### src/rtl/ahb_lite_pkg.sv
// rtl/ahb_lite_pkg.sv - shared AHB-Lite encodings, record types and master FSM states
package ahb_lite_pkg;

   localparam logic [1:0] HTRANS_IDLE   = 2'b00;
   localparam logic [1:0] HTRANS_BUSY   = 2'b01;
   localparam logic [1:0] HTRANS_NONSEQ = 2'b10;
   localparam logic [1:0] HTRANS_SEQ    = 2'b11;

   localparam logic [2:0] HSIZE_BYTE = 3'b000;
   localparam logic [2:0] HSIZE_HALF = 3'b001;
   localparam logic [2:0] HSIZE_WORD = 3'b010;

   localparam logic [2:0] HBURST_SINGLE   = 3'b000;
   localparam logic [3:0] HPROT_DATA_PRIV = 4'b0011;

   localparam int AHB_AWIDTH = 32;

   typedef struct packed {
      logic                  write;
      logic [AHB_AWIDTH-1:0] addr;
      logic [2:0]            size;
      logic [31:0]           wdata;
   } ahb_cmd_t;

   typedef struct packed {
      logic [31:0] rdata;
      logic        error;
      logic        aborted;
   } ahb_rsp_t;

   typedef enum logic {
      ST_RUN  = 1'b0,
      ST_ERR1 = 1'b1
   } mst_state_t;

endpackage

### src/rtl/ahb_lite_master_if.sv
// rtl/ahb_lite_master_if.sv - AHB-Lite bus signal bundle with master and slave views
interface ahb_lite_master_if #(
   parameter int AWIDTH = 32
);
   logic [AWIDTH-1:0] HADDR;
   logic [1:0]        HTRANS;
   logic              HWRITE;
   logic [2:0]        HSIZE;
   logic [2:0]        HBURST;
   logic [3:0]        HPROT;
   logic              HMASTLOCK;
   logic [31:0]       HWDATA;
   logic [31:0]       HRDATA;
   logic              HREADY;
   logic              HRESP;

   modport master (
      output HADDR, HTRANS, HWRITE, HSIZE, HBURST, HPROT, HMASTLOCK, HWDATA,
      input  HRDATA, HREADY, HRESP
   );

   modport slave (
      input  HADDR, HTRANS, HWRITE, HSIZE, HBURST, HPROT, HMASTLOCK, HWDATA,
      output HRDATA, HREADY, HRESP
   );
endinterface

### src/rtl/ahb_lite_master.sv
// rtl/ahb_lite_master.sv - command-port to pipelined AHB-Lite NONSEQ/SINGLE initiator
module ahb_lite_master
   import ahb_lite_pkg::*;
#(
   parameter int         AWIDTH    = 32,
   parameter logic [3:0] HPROT_VAL = HPROT_DATA_PRIV
) (
   input  logic              HCLK,
   input  logic              HRESETN,
   input  logic              CMD_VALID,
   output logic              CMD_READY,
   input  logic              CMD_WRITE,
   input  logic [AWIDTH-1:0] CMD_ADDR,
   input  logic [2:0]        CMD_SIZE,
   input  logic [31:0]       CMD_WDATA,
   output logic              RSP_VALID,
   output logic [31:0]       RSP_RDATA,
   output logic              RSP_ERROR,
   output logic              RSP_ABORTED,
   output logic              BUSY,
   ahb_lite_master_if.master bus
);

   mst_state_t  state;
   logic [31:0] ap_wdata;
   logic        dp_valid;
   logic        dp_write;
   logic        rsp_valid;
   ahb_rsp_t    rsp;
   logic        ap_valid;

   // The address-phase slot lives directly in the registered H* outputs.
   assign ap_valid = (bus.HTRANS == HTRANS_NONSEQ);

   assign CMD_READY   = bus.HREADY && (state == ST_RUN);
   assign BUSY        = ap_valid || dp_valid;
   assign RSP_VALID   = rsp_valid;
   assign RSP_RDATA   = rsp.rdata;
   assign RSP_ERROR   = rsp.error;
   assign RSP_ABORTED = rsp.aborted;

   assign bus.HBURST    = HBURST_SINGLE;
   assign bus.HPROT     = HPROT_VAL;
   assign bus.HMASTLOCK = 1'b0;

   always_ff @(posedge HCLK) begin
      if (!HRESETN) begin
         state      <= ST_RUN;
         bus.HTRANS <= HTRANS_IDLE;
         bus.HADDR  <= '0;
         bus.HWRITE <= 1'b0;
         bus.HSIZE  <= HSIZE_WORD;
         bus.HWDATA <= '0;
         ap_wdata   <= '0;
         dp_valid   <= 1'b0;
         dp_write   <= 1'b0;
         rsp_valid  <= 1'b0;
         rsp        <= '0;
      end else begin
         rsp_valid <= 1'b0;
         rsp       <= '0;
         case (state)
            ST_RUN: begin
               if (dp_valid && bus.HRESP && !bus.HREADY) begin
                  // First ERROR cycle: withdraw the pending address phase and report it.
                  state      <= ST_ERR1;
                  bus.HTRANS <= HTRANS_IDLE;
                  if (ap_valid) begin
                     rsp_valid   <= 1'b1;
                     rsp.error   <= 1'b1;
                     rsp.aborted <= 1'b1;
                  end
               end else if (bus.HREADY) begin
                  // HRESP with HREADY and no first error cycle still counts as an error.
                  if (dp_valid) begin
                     rsp_valid <= 1'b1;
                     rsp.error <= bus.HRESP;
                     rsp.rdata <= (dp_write || bus.HRESP) ? 32'h0 : bus.HRDATA;
                  end
                  dp_valid   <= ap_valid;
                  dp_write   <= bus.HWRITE;
                  bus.HWDATA <= ap_wdata;
                  if (CMD_VALID) begin
                     bus.HTRANS <= HTRANS_NONSEQ;
                     bus.HADDR  <= CMD_ADDR;
                     bus.HWRITE <= CMD_WRITE;
                     bus.HSIZE  <= CMD_SIZE;
                     ap_wdata   <= CMD_WDATA;
                  end else begin
                     bus.HTRANS <= HTRANS_IDLE;
                  end
               end
            end
            ST_ERR1: begin
               if (bus.HREADY) begin
                  rsp_valid <= 1'b1;
                  rsp.error <= 1'b1;
                  dp_valid  <= 1'b0;
                  state     <= ST_RUN;
               end
            end
            default: state <= ST_RUN;
         endcase
      end
   end

endmodule

### src/flat_wrapper.sv
// flat-port wrapper written by rule: the top's interface ports become plain ports
module ahb_lite_master_flat import ahb_lite_pkg::*;
#(
   parameter int         AWIDTH    = 32,
   parameter logic [3:0] HPROT_VAL = HPROT_DATA_PRIV
)
  (HCLK, HRESETN, CMD_VALID, CMD_READY, CMD_WRITE, CMD_ADDR, CMD_SIZE, CMD_WDATA, RSP_VALID, RSP_RDATA, RSP_ERROR, RSP_ABORTED, BUSY, bus_HADDR, bus_HTRANS, bus_HWRITE, bus_HSIZE, bus_HBURST, bus_HPROT, bus_HMASTLOCK, bus_HWDATA, bus_HRDATA, bus_HREADY, bus_HRESP);
  ahb_lite_master_if #(.AWIDTH(AWIDTH)) bus_i ();
  input  logic HCLK;
  input  logic HRESETN;
  input  logic CMD_VALID;
  output logic CMD_READY;
  input  logic CMD_WRITE;
  input  logic [AWIDTH-1:0] CMD_ADDR;
  input  logic [2:0] CMD_SIZE;
  input  logic [31:0] CMD_WDATA;
  output logic RSP_VALID;
  output logic [31:0] RSP_RDATA;
  output logic RSP_ERROR;
  output logic RSP_ABORTED;
  output logic BUSY;
  output wire logic [$bits(bus_i.HADDR)-1:0] bus_HADDR;
  output wire logic [$bits(bus_i.HTRANS)-1:0] bus_HTRANS;
  output wire logic [$bits(bus_i.HWRITE)-1:0] bus_HWRITE;
  output wire logic [$bits(bus_i.HSIZE)-1:0] bus_HSIZE;
  output wire logic [$bits(bus_i.HBURST)-1:0] bus_HBURST;
  output wire logic [$bits(bus_i.HPROT)-1:0] bus_HPROT;
  output wire logic [$bits(bus_i.HMASTLOCK)-1:0] bus_HMASTLOCK;
  output wire logic [$bits(bus_i.HWDATA)-1:0] bus_HWDATA;
  input wire logic [$bits(bus_i.HRDATA)-1:0] bus_HRDATA;
  input wire logic [$bits(bus_i.HREADY)-1:0] bus_HREADY;
  input wire logic [$bits(bus_i.HRESP)-1:0] bus_HRESP;
  assign bus_HADDR = bus_i.HADDR;
  assign bus_HTRANS = bus_i.HTRANS;
  assign bus_HWRITE = bus_i.HWRITE;
  assign bus_HSIZE = bus_i.HSIZE;
  assign bus_HBURST = bus_i.HBURST;
  assign bus_HPROT = bus_i.HPROT;
  assign bus_HMASTLOCK = bus_i.HMASTLOCK;
  assign bus_HWDATA = bus_i.HWDATA;
  assign bus_i.HRDATA = bus_HRDATA;
  assign bus_i.HREADY = bus_HREADY;
  assign bus_i.HRESP = bus_HRESP;
  ahb_lite_master #(.AWIDTH(AWIDTH), .HPROT_VAL(HPROT_VAL)) u_core (.HCLK(HCLK), .HRESETN(HRESETN), .CMD_VALID(CMD_VALID), .CMD_READY(CMD_READY), .CMD_WRITE(CMD_WRITE), .CMD_ADDR(CMD_ADDR), .CMD_SIZE(CMD_SIZE), .CMD_WDATA(CMD_WDATA), .RSP_VALID(RSP_VALID), .RSP_RDATA(RSP_RDATA), .RSP_ERROR(RSP_ERROR), .RSP_ABORTED(RSP_ABORTED), .BUSY(BUSY), .bus(bus_i));
endmodule
### config.mk
export PLATFORM = sky130hd
export DESIGN_NAME = ahb_lite_master_flat
export DESIGN_NICKNAME = d
export VERILOG_FILES = /design/src/rtl/ahb_lite_pkg.sv /design/src/rtl/ahb_lite_master_if.sv /design/src/rtl/ahb_lite_master.sv /design/src/flat_wrapper.sv
export SDC_FILE = /design/constraint.sdc
export NUM_CORES = 1
export LEC_CHECK = 0
export ABC_AREA = 0
export CAP_MARGIN = 40
export CORE_MARGIN = 2
export CORE_UTILIZATION = 43
export CTS_BUF_LIST = sky130_fd_sc_hd__clkbuf_8
export DETAILED_ROUTE_END_ITERATION = 10
export PLACE_DENSITY = 0.83
export SLEW_MARGIN = 20
export SYNTH_ARGS = -nofsm -noshare
export SYNTH_HDL_FRONTEND = slang
export SYNTH_SLANG_ARGS = --single-unit
### constraint.sdc
create_clock -name HCLK -period 2.4 [get_ports HCLK]
set_clock_uncertainty 0.2 [all_clocks]
set_input_delay 0.72 -clock HCLK [delete_from_list [all_inputs] [get_ports HCLK]]
set_output_delay 0.72 -clock HCLK [all_outputs]
set_load 0.05 [all_outputs]
Yosys cells after proc, flatten, opt, wreduce, memory -nomap -nowiden. Cells that the tools add are included.

Logic and storage cells: 56. Input bits: 105. Register bits: 140. Output and inout bits: 115.

Bitwise operators: 5. Reductions and logical operators: 13. Muxes and demuxes: 21. Equality and inequality tests: 4.

Operators with widths (count): 2-to-1 mux 1 bit (13); 2-to-1 mux 2 bit (4); one-hot mux 1 bit (2 select lines) (4); inequality test 2 bit (second input constant) (3); AND reduction 3 bit (2); OR reduction 6 bit (1); inverter 1 bit (5); AND reduction 4 bit (1); logical AND 1 bit (3); OR reduction 3 bit (1); equality test 2 bit (second input constant) (1); logical OR 1 bit (2); AND reduction 2 bit (1); nonzero test 2 bit (1); logical NOT 1 bit (1).

Depth between registers and ports, before layout.
Depth after elaboration: 4. Gate-level depth with buffers: 7. Gate-level depth less buffers: 4.

Least setup slack after synthesis. Ideal clock, no wire load.

Path type: input to output. Start point: in bus_HREADY. End point: out CMD_READY. Data required time: 1.480 ns. Setup slack: 0.028 ns. Path buffers: 3. Arrival: 1.452 ns. Stages on the path: 5. Cells stage by stage: buf_4 > nand2b_1 > buf_6 > clkinv_1 > buf_2.

Word-level cells in the longest chain between the ends: 1.

Ends and longest elaborated chain: start, declared (RTL line flat_wrapper.sv:31) `input wire logic [$bits(bus_i.HREADY)-1:0] bus_HREADY;`; logical AND 1 bit (RTL line ahb_lite_master.sv:35) `assign CMD_READY = bus.HREADY && (state == ST_RUN);`; end, declared (RTL line flat_wrapper.sv:12) `output logic CMD_READY;`.

No other way between the ends.

Final worst setup path. Ends and elaborated chain as after synthesis.

==> impl_metrics.csv <==
group,metric,value,unit
routing,drt_iter0_markers,180,
synthesis,yosys_warnings,0,
synthesis,synth_edf_count,0,
power,power_leakage,3.39,nW
layout,layout_common_cells,"sky130_fd_sc_hd__dfxtp_1, sky130_fd_sc_hd__nand3_1, sky130_fd_sc_hd__nand2_1",
cts,cts_sinks,139,
cts,clkSlewWorstSetupHoldPaths,0.07,ns
die,pin_count,220,
global_routing,grt_max_degree,71,
setup_path,cp_data_arrival_time,1.34,ns
layout,fin_area,7270,µm²
power,vdd.ir_drop.worst,455,µV
setup_path,top_fanout_value_on_the_critical_path,2,
timing,timing.final.crit_share,94.1,%
layout,insertedDiodeCount,0,
synthesis,postSynthRegisterBits,139,
timing,actual_transition_at_the_worst_max_transition_pin,0.515,ns
global_routing,grt_first_pass_wirelength,19700,µm
die,dieHeight,110,µm
timing,tns,0,ns
timing,hold_ws,0.246,ns
routing,routed_via_density,4.91,
layout,fin_nets,855,
synthesis,synth_flop_cell,"sky130_fd_sc_hd__dfxtp_1",
cts,cts_inserted_buffers,17,
die,placeableCoreArea,10900,µm²
routing,drt-wirelength-per-cell,14.1,µm
place,place_area,6890,µm²
die,die_width,110,µm
routing,ant_nets,0,
routing,dr_total_vias,4436,
routing,drt-total-wl,12700,µm
timing,relSlewSlack,65.8,%
synthesis,netlist_top_cells_area,"sky130_fd_sc_hd__dfxtp_1, sky130_fd_sc_hd__nand3_1, sky130_fd_sc_hd__nand2_1, sky130_fd_sc_hd__a21boi_0, sky130_fd_sc_hd__and2_1",
cts,cts-root-to-sink-buffers,2,
timing,post-route-min-period,2.26,ns
layout,fraction_of_final_layout_cells_sized_beyond_drive_strength_1,14.2,%
cts,clock_tree.root_cell,"sky130_fd_sc_hd__clkbuf_8",
setup_path,timing.critical_path.required,1.48,ns
global_routing,via_count_of_the_first_global_routing_pass,4106,
place,place.gp.congestion,0.766,
synthesis,number_of_cells_produced_by_synthesis,554,
cts,htree_levels,4,
routing,first_pass_iters,4,
layout,final_core_utilization,66.5,%
timing,final_hold_viol_count,0,
layout,syn_to_final_growth,50.0,%
cts,cts_setup_buffers,0,
timing,maxSlewViolCount,0,
global_routing,gr-usage-all-layers,21.3,%
timing,fmax,443,MHz
setup_path,setup.worst_path.start_class,"input pin",
place,numPortBuffers,210,
timing,setup_violations,0,
synthesis,synth.yosys.seq_area_share,57.5,%
job,max_cap_viol_count,0,
die,start_util,44.3,%
die,dieArea,12100,µm²
global_routing,grt_remaining_overflow,0,
global_routing,antenna_found_initial,0,
worst_hold_path,hp_class,"flop to flop",
setup_path,setup.worst_path.class,"input pin to primary output",
synthesis,synth.avg_cell_area,8.74,µm²
setup_path,critPathCaptureType,"primary output",
synthesis,netlist.top_cell.by_area,"sky130_fd_sc_hd__dfxtp_1",
status,outcome,"complete, no violations",
die,row_count,38,
synthesis,area_share_of_the_largest_cell_type_after_synthesis,57.5,%
cts,worstSkewPairLatency,0.44,ns
timing,grt_setup_unrepaired,"false",
synthesis,synthArstFlopShare,0,%
cts,tritoncts,"built",
place,dp_hpwl,9040,µm
routing,route.detailed.drc,0,
synthesis,synth_cell_types,23,
layout,mostFrequentLayoutCell,"sky130_fd_sc_hd__dfxtp_1",
power,total_power_consumption,5.06,mW
synthesis,synthesis.area,4840,µm²
power,power_per_standard_cell_area,696,nW/µm²
[path summary, 6_finish.rpt]
kind / from / to / slack [ns] / cells after the start
setup reg to reg: u_core.state / u_core.bus.HWDATA[12] / 0.69 / 5
hold reg to reg: u_core.bus.HADDR[0] / u_core.bus.HADDR[0] / 0.25 / 2
hold / removal: u_core.bus.HADDR[0] / u_core.bus.HADDR[0] / 0.25 / 2
setup / recovery: bus_HREADY / CMD_READY / 0.14 / 4
[power by group]
part	switching [mW]	internal, mW
Clock	0.831	1.15
Sequential	0.0396	2.38
Combinational	0.387	0.275
Total	1.26	3.80
[sequential cells by signal, indices dropped and copies added (netlist names), 3 cells and up]
register	count
u_core.RSP_RDATA	32
u_core.ap_wdata	32
u_core.bus.HADDR	32
u_core.bus.HWDATA	32
u_core.bus.HSIZE	3
[synthesized netlist by cell type (2+ instances only)]
library cell,count
sky130_fd_sc_hd__nand3_1,136
sky130_fd_sc_hd__clkbuf_1,23
sky130_fd_sc_hd__buf_1,5
sky130_fd_sc_hd__conb_1,2
sky130_fd_sc_hd__and2_1,32
sky130_fd_sc_hd__nor2b_1,2
sky130_fd_sc_hd__nand2b_1,2
sky130_fd_sc_hd__o21ai_0,3
sky130_fd_sc_hd__buf_2,10
sky130_fd_sc_hd__nand2_1,136
sky130_fd_sc_hd__buf_4,13
sky130_fd_sc_hd__nor2_1,4
sky130_fd_sc_hd__dfxtp_1,139
sky130_fd_sc_hd__a21oi_1,3
sky130_fd_sc_hd__clkbuf_2,3
sky130_fd_sc_hd__a21boi_0,34
[stage by stage]
stage / setup WS [ns] / instances
floorplan: 0.0282 / 561
global placement: -0.0932 / 871
detailed placement: -0.0988 / 871
CTS: 0.114 / 903
global route: 0.0897 / 903
finish: 0.140 / 903
[what timing repair did]
action | in CTS | in global routing
hold buffers | 0 | 0
resized for setup | 51 | 0
endpoints found under the setup margin | 48 | 0
endpoints found under the hold margin | 0 | 0
[worst max-delay path, stage by stage]
cell and delay, ns:
sky130_fd_sc_hd__dlygate4sd2_1 0.25, sky130_fd_sc_hd__nand2b_1 0.12, sky130_fd_sc_hd__clkinv_2 0.09, sky130_fd_sc_hd__buf_8 0.15
[cell type report]
type,instances,area (µm²)
Fill cell,875,3670
Sequential cell,139,2780
Timing Repair Buffer,225,2070
Multi-Input combinational cell,366,1810
Clock buffer,22,303
Tap cell,140,175
Clock inverter,10,121
Inverter,1,5.00
[layer usage]
layer	track usage [%]	vias to the layer above	share of wire (%)
met4	9.38	0	1.7
met2	36.5	188	48
met1	22.8	2031	39
li1	-	2194	-
met3	9.05	23	12
met5	0	-	0
[kinds of logic (layout without fill, tap and decap cells)]
kind of cell	after synthesis	after routing	synth area share [%]
compound gates	40	40	5.89
mux	1	1	0.207
buf+inv	56	258	5.84
simple gates	316	316	30.5
flops	139	139	57.5
other cells	2	9	0.155
(Power assumes the default switching activity.)
